$ cat src/rtl/fft_pkg.sv
// rtl/fft_pkg.sv - shared constants, write-FSM encoding and bit-reversal helper for the FFT front end
//
// Purpose: default frame geometry, write-side state encoding and the
// bitrev() index helper used by fft_bitrev_buffer.
// Ports: none (package).

package fft_pkg;

  localparam int DATA_WIDTH_DEFAULT  = 16;
  localparam int FFT_POINTS_DEFAULT  = 64;
  localparam int LOG2_POINTS_DEFAULT = 6;

  typedef enum logic {
    W_FILL = 1'b0,
    W_PAD  = 1'b1
  } wr_state_t;

  // Reverse the low 'width' bits of idx; bits above 'width' come back as zero.
  function automatic logic [31:0] bitrev(input logic [31:0] idx, input int width);
    logic [31:0] r;
    r = '0;
    for (int i = 0; i < width; i++) begin
      r[i] = idx[width-1-i];
    end
    return r;
  endfunction

endpackage

$ cat src/rtl/fft_bitrev_bank.sv
// rtl/fft_bitrev_bank.sv - two-bank sample store with one write port and one combinational read port
//
// Purpose: holds two complete frames of packed {real, imag} words.
//          Address is {bank, idx}; the bank bit is the MSB.
// Ports:
//   clk      in   rising-edge clock
//   wr_en    in   write strobe
//   wr_addr  in   {bank, idx} write address
//   wr_data  in   packed {real, imag} word
//   rd_addr  in   {bank, idx} read address
//   rd_data  out  word at rd_addr, combinational

module fft_bitrev_bank
  import fft_pkg::*;
#(
  parameter int DATA_WIDTH  = DATA_WIDTH_DEFAULT,
  parameter int LOG2_POINTS = LOG2_POINTS_DEFAULT
) (
  input  logic                      clk,
  input  logic                      wr_en,
  input  logic [LOG2_POINTS:0]      wr_addr,
  input  logic [2*DATA_WIDTH-1:0]   wr_data,
  input  logic [LOG2_POINTS:0]      rd_addr,
  output logic [2*DATA_WIDTH-1:0]   rd_data
);

  localparam int DEPTH = 2 ** (LOG2_POINTS + 1);

  // No reset: bank contents are only ever trusted once the owning full flag is set.
  logic [2*DATA_WIDTH-1:0] mem [DEPTH];

  always_ff @(posedge clk) begin
    if (wr_en) begin
      mem[wr_addr] <= wr_data;
    end
  end

  assign rd_data = mem[rd_addr];

endmodule

$ cat src/rtl/fft_bitrev_buffer.sv
// rtl/fft_bitrev_buffer.sv - ping-pong frame buffer replaying samples in bit-reversed order
//
// Purpose: collects a frame of complex samples, zero-pads short frames to
//          FFT_POINTS and replays each frame in bit-reversed order while the
//          next frame fills the other bank.
// Ports:
//   clk, rst               clock, synchronous active-high reset
//   in_valid/in_ready      input handshake
//   in_real/in_imag        input sample (signed)
//   in_last                final sample of an input frame
//   out_valid/out_ready    output handshake
//   out_real/out_imag      output sample, bit-reversed order
//   out_index              natural-order index of the output sample
//   out_last               final sample of an output frame
//   frame_err              one-cycle pulse on a frame length other than FFT_POINTS

module fft_bitrev_buffer
  import fft_pkg::*;
#(
  parameter int DATA_WIDTH  = DATA_WIDTH_DEFAULT,
  parameter int FFT_POINTS  = FFT_POINTS_DEFAULT,
  parameter int LOG2_POINTS = LOG2_POINTS_DEFAULT
) (
  input  logic                          clk,
  input  logic                          rst,
  input  logic                          in_valid,
  output logic                          in_ready,
  input  logic signed [DATA_WIDTH-1:0]  in_real,
  input  logic signed [DATA_WIDTH-1:0]  in_imag,
  input  logic                          in_last,
  output logic                          out_valid,
  input  logic                          out_ready,
  output logic signed [DATA_WIDTH-1:0]  out_real,
  output logic signed [DATA_WIDTH-1:0]  out_imag,
  output logic [LOG2_POINTS-1:0]        out_index,
  output logic                          out_last,
  output logic                          frame_err
);

  localparam logic [LOG2_POINTS-1:0] LAST_IDX = LOG2_POINTS'(FFT_POINTS - 1);

  wr_state_t               wr_state;
  logic                    wr_bank;
  logic                    rd_bank;
  logic [1:0]              full;
  logic [1:0]              full_next;
  logic [LOG2_POINTS-1:0]  wr_cnt;
  logic [LOG2_POINTS-1:0]  rd_cnt;

  logic                    accept;
  logic                    wr_en;
  logic                    seal;
  logic                    load;
  logic                    release_bank;
  logic [LOG2_POINTS-1:0]  wr_idx_rev;
  logic [LOG2_POINTS-1:0]  rd_idx_rev;
  logic [LOG2_POINTS:0]    wr_addr;
  logic [LOG2_POINTS:0]    rd_addr;
  logic [2*DATA_WIDTH-1:0] wr_data;
  logic [2*DATA_WIDTH-1:0] rd_data;

  // ---------------- write side ----------------
  assign in_ready   = !rst && (wr_state == W_FILL) && !full[wr_bank];
  assign accept     = in_valid && in_ready;
  // Padding writes one zero per cycle without any input handshake.
  assign wr_en      = accept || (wr_state == W_PAD);
  assign seal       = wr_en && (wr_cnt == LAST_IDX);
  assign wr_data    = (wr_state == W_PAD) ? '0 : {in_real, in_imag};
  assign wr_idx_rev = LOG2_POINTS'(bitrev(32'(wr_cnt), LOG2_POINTS));
  assign wr_addr    = {wr_bank, wr_idx_rev};

  always_ff @(posedge clk) begin
    if (rst) begin
      wr_state  <= W_FILL;
      wr_bank   <= 1'b0;
      wr_cnt    <= '0;
      frame_err <= 1'b0;
    end else begin
      frame_err <= 1'b0;
      if (wr_en) begin
        if (seal) begin
          wr_cnt   <= '0;
          wr_bank  <= ~wr_bank;
          wr_state <= W_FILL;
          // A full-length frame without in_last is too long; the next sample opens a new frame.
          if (wr_state == W_FILL && !in_last) begin
            frame_err <= 1'b1;
          end
        end else begin
          wr_cnt <= wr_cnt + 1'b1;
          if (wr_state == W_FILL && in_last) begin
            frame_err <= 1'b1;
            wr_state  <= W_PAD;
          end
        end
      end
    end
  end

  // ---------------- bank ownership ----------------
  // The sealing bank and the releasing bank always differ, so both updates apply.
  always_comb begin
    full_next = full;
    if (seal) begin
      full_next[wr_bank] = 1'b1;
    end
    if (release_bank) begin
      full_next[rd_bank] = 1'b0;
    end
  end

  always_ff @(posedge clk) begin
    if (rst) begin
      full <= 2'b00;
    end else begin
      full <= full_next;
    end
  end

  // ---------------- storage ----------------
  fft_bitrev_bank #(
    .DATA_WIDTH  (DATA_WIDTH),
    .LOG2_POINTS (LOG2_POINTS)
  ) u_bank (
    .clk     (clk),
    .wr_en   (wr_en),
    .wr_addr (wr_addr),
    .wr_data (wr_data),
    .rd_addr (rd_addr),
    .rd_data (rd_data)
  );

  // ---------------- read side ----------------
  // Samples were stored at bitrev(k), so reading sequentially yields bit-reversed order.
  assign load         = full[rd_bank] && (!out_valid || out_ready);
  assign release_bank = load && (rd_cnt == LAST_IDX);
  assign rd_addr      = {rd_bank, rd_cnt};
  assign rd_idx_rev   = LOG2_POINTS'(bitrev(32'(rd_cnt), LOG2_POINTS));

  always_ff @(posedge clk) begin
    if (rst) begin
      rd_bank   <= 1'b0;
      rd_cnt    <= '0;
      out_valid <= 1'b0;
      out_last  <= 1'b0;
      out_real  <= '0;
      out_imag  <= '0;
      out_index <= '0;
    end else if (load) begin
      out_valid              <= 1'b1;
      {out_real, out_imag}   <= rd_data;
      out_index              <= rd_idx_rev;
      out_last               <= (rd_cnt == LAST_IDX);
      // The bank is handed back as soon as its last word is in the output register.
      if (release_bank) begin
        rd_cnt  <= '0;
        rd_bank <= ~rd_bank;
      end else begin
        rd_cnt <= rd_cnt + 1'b1;
      end
    end else if (out_ready) begin
      out_valid <= 1'b0;
      out_last  <= 1'b0;
    end
  end

endmodule

$ cat config.mk
export PLATFORM = sky130hd
export DESIGN_NAME = fft_bitrev_buffer
export DESIGN_NICKNAME = d
export VERILOG_FILES = /design/src/rtl/fft_pkg.sv /design/src/rtl/fft_bitrev_bank.sv /design/src/rtl/fft_bitrev_buffer.sv
export SDC_FILE = /design/constraint.sdc
export NUM_CORES = 2
export LEC_CHECK = 0
export BUFFER_PORTS_ARGS = -buffer_cell sky130_fd_sc_hd__buf_2
export CAP_MARGIN = 20
export CORE_MARGIN = 3
export CORE_UTILIZATION = 30
export DETAILED_ROUTE_END_ITERATION = 7
export GPL_ROUTABILITY_DRIVEN = 0
export GPL_TIMING_DRIVEN = 0
export PLACE_DENSITY = 0.47
export SETUP_SLACK_MARGIN = 0.2
export SYNTH_ARGS = -nofsm -noshare
export SYNTH_HDL_FRONTEND = slang
export SYNTH_HIERARCHICAL = 1
export SYNTH_SLANG_ARGS = --single-unit
$ cat constraint.sdc
create_clock -name clk -period 10.25 [get_ports clk]
set_input_delay 1.025 -clock clk [delete_from_list [all_inputs] [get_ports clk]]
set_output_delay 1.025 -clock clk [all_outputs]
set_load 0.005 [all_outputs]
==> results.cfg <==
[run_status]
outcome = complete, no violations

[sta]
slew_violations = 0
timing.slew.headroom = 0.1399
worst_clock_skew_ns = 0.03578
timing.hold.ws_ns = 0.4490
rsz0062_at_grt = no
period_share = 0.5453
fmax_mhz = 178.9
setup_viol = 0
max_slew.worst_pin.slew_ns = 1.290
period_needed_ns = 5.589
finalHoldViolCount = 0
setup_slack_ns = 4.661

[power_and_ir_drop]
p_int_w = 0.02794
power_frac_clock = 0.443
p_sw_w = 0.007090
power_leakage_nw = 55.62
p_total_w = 0.03503
max-vdd-ir-drop_v = 0.0001299
power_frac_seq = 0.536
powerDensity_mw_per_mm2 = 185.8
p_sw_frac = 0.2024
combPwrFrac = 0.021

[route]
num_vias = 73143
viasPerCell = 5.073
final_antenna_net_count = 0
drtIter0Drc = 8455
drc = 0
firstDrtPassIters = 6
wl_per_cell_um = 32.15
drt_wl_total_mm = 463.6

[clock_network]
cts-root-buf = clkbuf_16
path_clk_slew_ns = 0.06
numCtsBuffers = 437
ctsResizeCount = 0
cts_setup_buffers = 0
clock_sinks = 4154
cts_tree = done
cts.path.max_buffers = 4
postCtsHoldBufs = 0
insertion_delay_ns = 0.97
htree_levels = 5

[placement]
dp_hpwl_mm = 333.0
dp.cells = 13576
port_buffers = 78
pre_cts_ws_ns = 4.656

[finish]
area_growth_pct = 19.30
fin_nets = 7131
finalNonFillerCells = 14418
seqCellArea_mm2 = 0.1242
multi_input_area_mm2 = 0.03367
drive_above_1_share = 0.3570
utilization = 0.3606
fillers = 47278

[die]
die_height_um = 731.9
core_mm2 = 0.5229
die_area_mm2 = 0.5356
die_w_um = 731.9
fp-row-count = 265
num_io_pins = 79
floorplan.initialDensity = 0.3023

[synth]
synth_edf_count = 4096
synth_area_mm2 = 0.1581
yosysWarnings = 6
syn-instance-count = 6263
synth_largest_area_cell = edfxtp_1
synth-seq-area-share = 0.7855
synth_area_leaders = edfxtp_1 78%, mux4_2 19%, dfxtp_1 0.73%
synth.most_common_cell = edfxtp_1
synth_top_cell_area_share = 0.7781
async_flop_share = 0
synthTopCellsByCount = 4096 x edfxtp_1, 1344 x mux4_2, 195 x clkbuf_1
synth_area_per_cell_um2 = 25.24
yosysUniqueCellTypes = 42
synth-seq-cells = 4154
synthFlopType = edfxtp_1
synth_fp_nets = 6302

[global_routing]
track_usage = 0.1702
grt-ovfl-total = 0
grt_max_degree = 52
grt_pass1_wl_mm = 634.9
grt_pass1_vias = 75289
antenna_found_initial = 61

[worst_hold_path]
hold_path_class = input pin to flip-flop
whs_path_depth = 3

[critical_path]
crit_arrival_ns = 6.43
crit_type = flip-flop to flip-flop
startpoint_type = flip-flop
r2r_cells = 11
path_max_fanout = 10
end_kind = flip-flop
worstPathRequired_ns = 11.09

[job]
cap_violations = 0
area by class of cell:
class / instances / share of cell area
antenna: 28 / 0.0003716
inverter: 6 / 0.0001194
multi-input combinational: 1768 / 0.1786
tap: 6942 / 0.04606
timing repair buffer: 390 / 0.03516
clock buffer: 539 / 0.06080
buffer: 335 / 0.007564
sequential: 4154 / 0.6584
clock inverter: 256 / 0.01293
through the flow:
stage               setup TNS, ns  cell area (um2)
floorplan                       0           158100
global placement          -437.80           167100
detailed placement              0           174300
CTS                             0           188200
global route                    0           188500
finish                          0           188600
final timing paths:
check / from / end / slack [ns]
worst max-delay path: rd_cnt[2] / out_real[4] / 4.66
worst min-delay path: in_valid / wr_state / 0.45
worst max register to register: rd_cnt[2] / out_real[4] / 4.66
worst min register to register: out_index[2] / out_index[2] / 0.46
power by group through the flow:
stage | Sequential, W | Clock (W) | Combinational (W)
final | 0.0188 | 0.0155 | 0.000746
after global routing | 0.0188 | 0.0166 | 0.000788
after CTS | 0.0188 | 0.0159 | 0.000747
after detailed placement | 0.0191 | 0 | 0.000746
after global placement | 0.0193 | 0 | 0.000554
after floorplan | 0.0192 | 0 | 0.000243
cell usage in the layout, fill, tap and decap left out, types with 3 or more instances in the layout:
master,instances
edfxtp_1,4096
mux4_2,1344
clkbuf_16,442
clkbuf_1,264
buf_12,171
buf_2,168
nor2_4,119
nand2_1,97
clkinv_1,93
clkinv_2,88
buf_16,68
dfxtp_1,58
a21oi_1,50
buf_1,45
bufinv_16,43
buf_6,36
buf_8,35
nor2b_4,32
mux2_2,32
diode_2,28
clkbuf_2,24
nand3_1,18
clkinvlp_4,12
inv_6,9
nor3_2,9
nor2_1,8
nand4_1,7
nor2b_1,7
buf_4,6
inv_1,5
o21ai_0,5
or3_1,5
clkbuf_8,5
clkinv_8,5
nand2b_1,3
and2_1,3
xor2_1,3
inv_16,3
metal layers:
layer | vias to the layer above | track usage | routed length (um)
met3 | 557 | 0.04487 | 39530
li1 | 29079 | - | -
met2 | 2660 | 0.2716 | 217900
met1 | 40831 | 0.2339 | 194800
met5 | - | 0 | 493
met4 | 16 | 0.03861 | 10870
registers in the layout, summed over array words and instances (netlist names):
register    cells
u_bank/mem   4096
out_imag       16
out_real       16
out_index       6
rd_cnt          6
wr_cnt          6
full            2
frame_err       1
out_last        1
out_valid       1
rd_bank         1
wr_bank         1
wr_state        1
kinds of logic after synthesis:
logic type               synth area share
buffers and inverters            0.008929
XOR/XNOR                        0.0002217
multiplexers                       0.1940
AO/OA/AOI/OAI                    0.002335
flip-flops                         0.7855
AND/OR/NAND/NOR                  0.008905
adder cells (fa/ha/maj)         0.0001583
critical path, stage by stage, from the launching register on:
cell	delay [ns]
dfxtp_1	0.57
clkbuf_1	0.27
buf_2	0.49
clkbuf_2	0.55
buf_12	0.25
clkbuf_1	0.63
mux4_2	0.46
mux4_2	0.63
mux4_2	0.65
mux2_2	0.40
nand2_1	0.35
a21oi_1	0.11
Note: power is estimated with default switching activity, not from simulation.
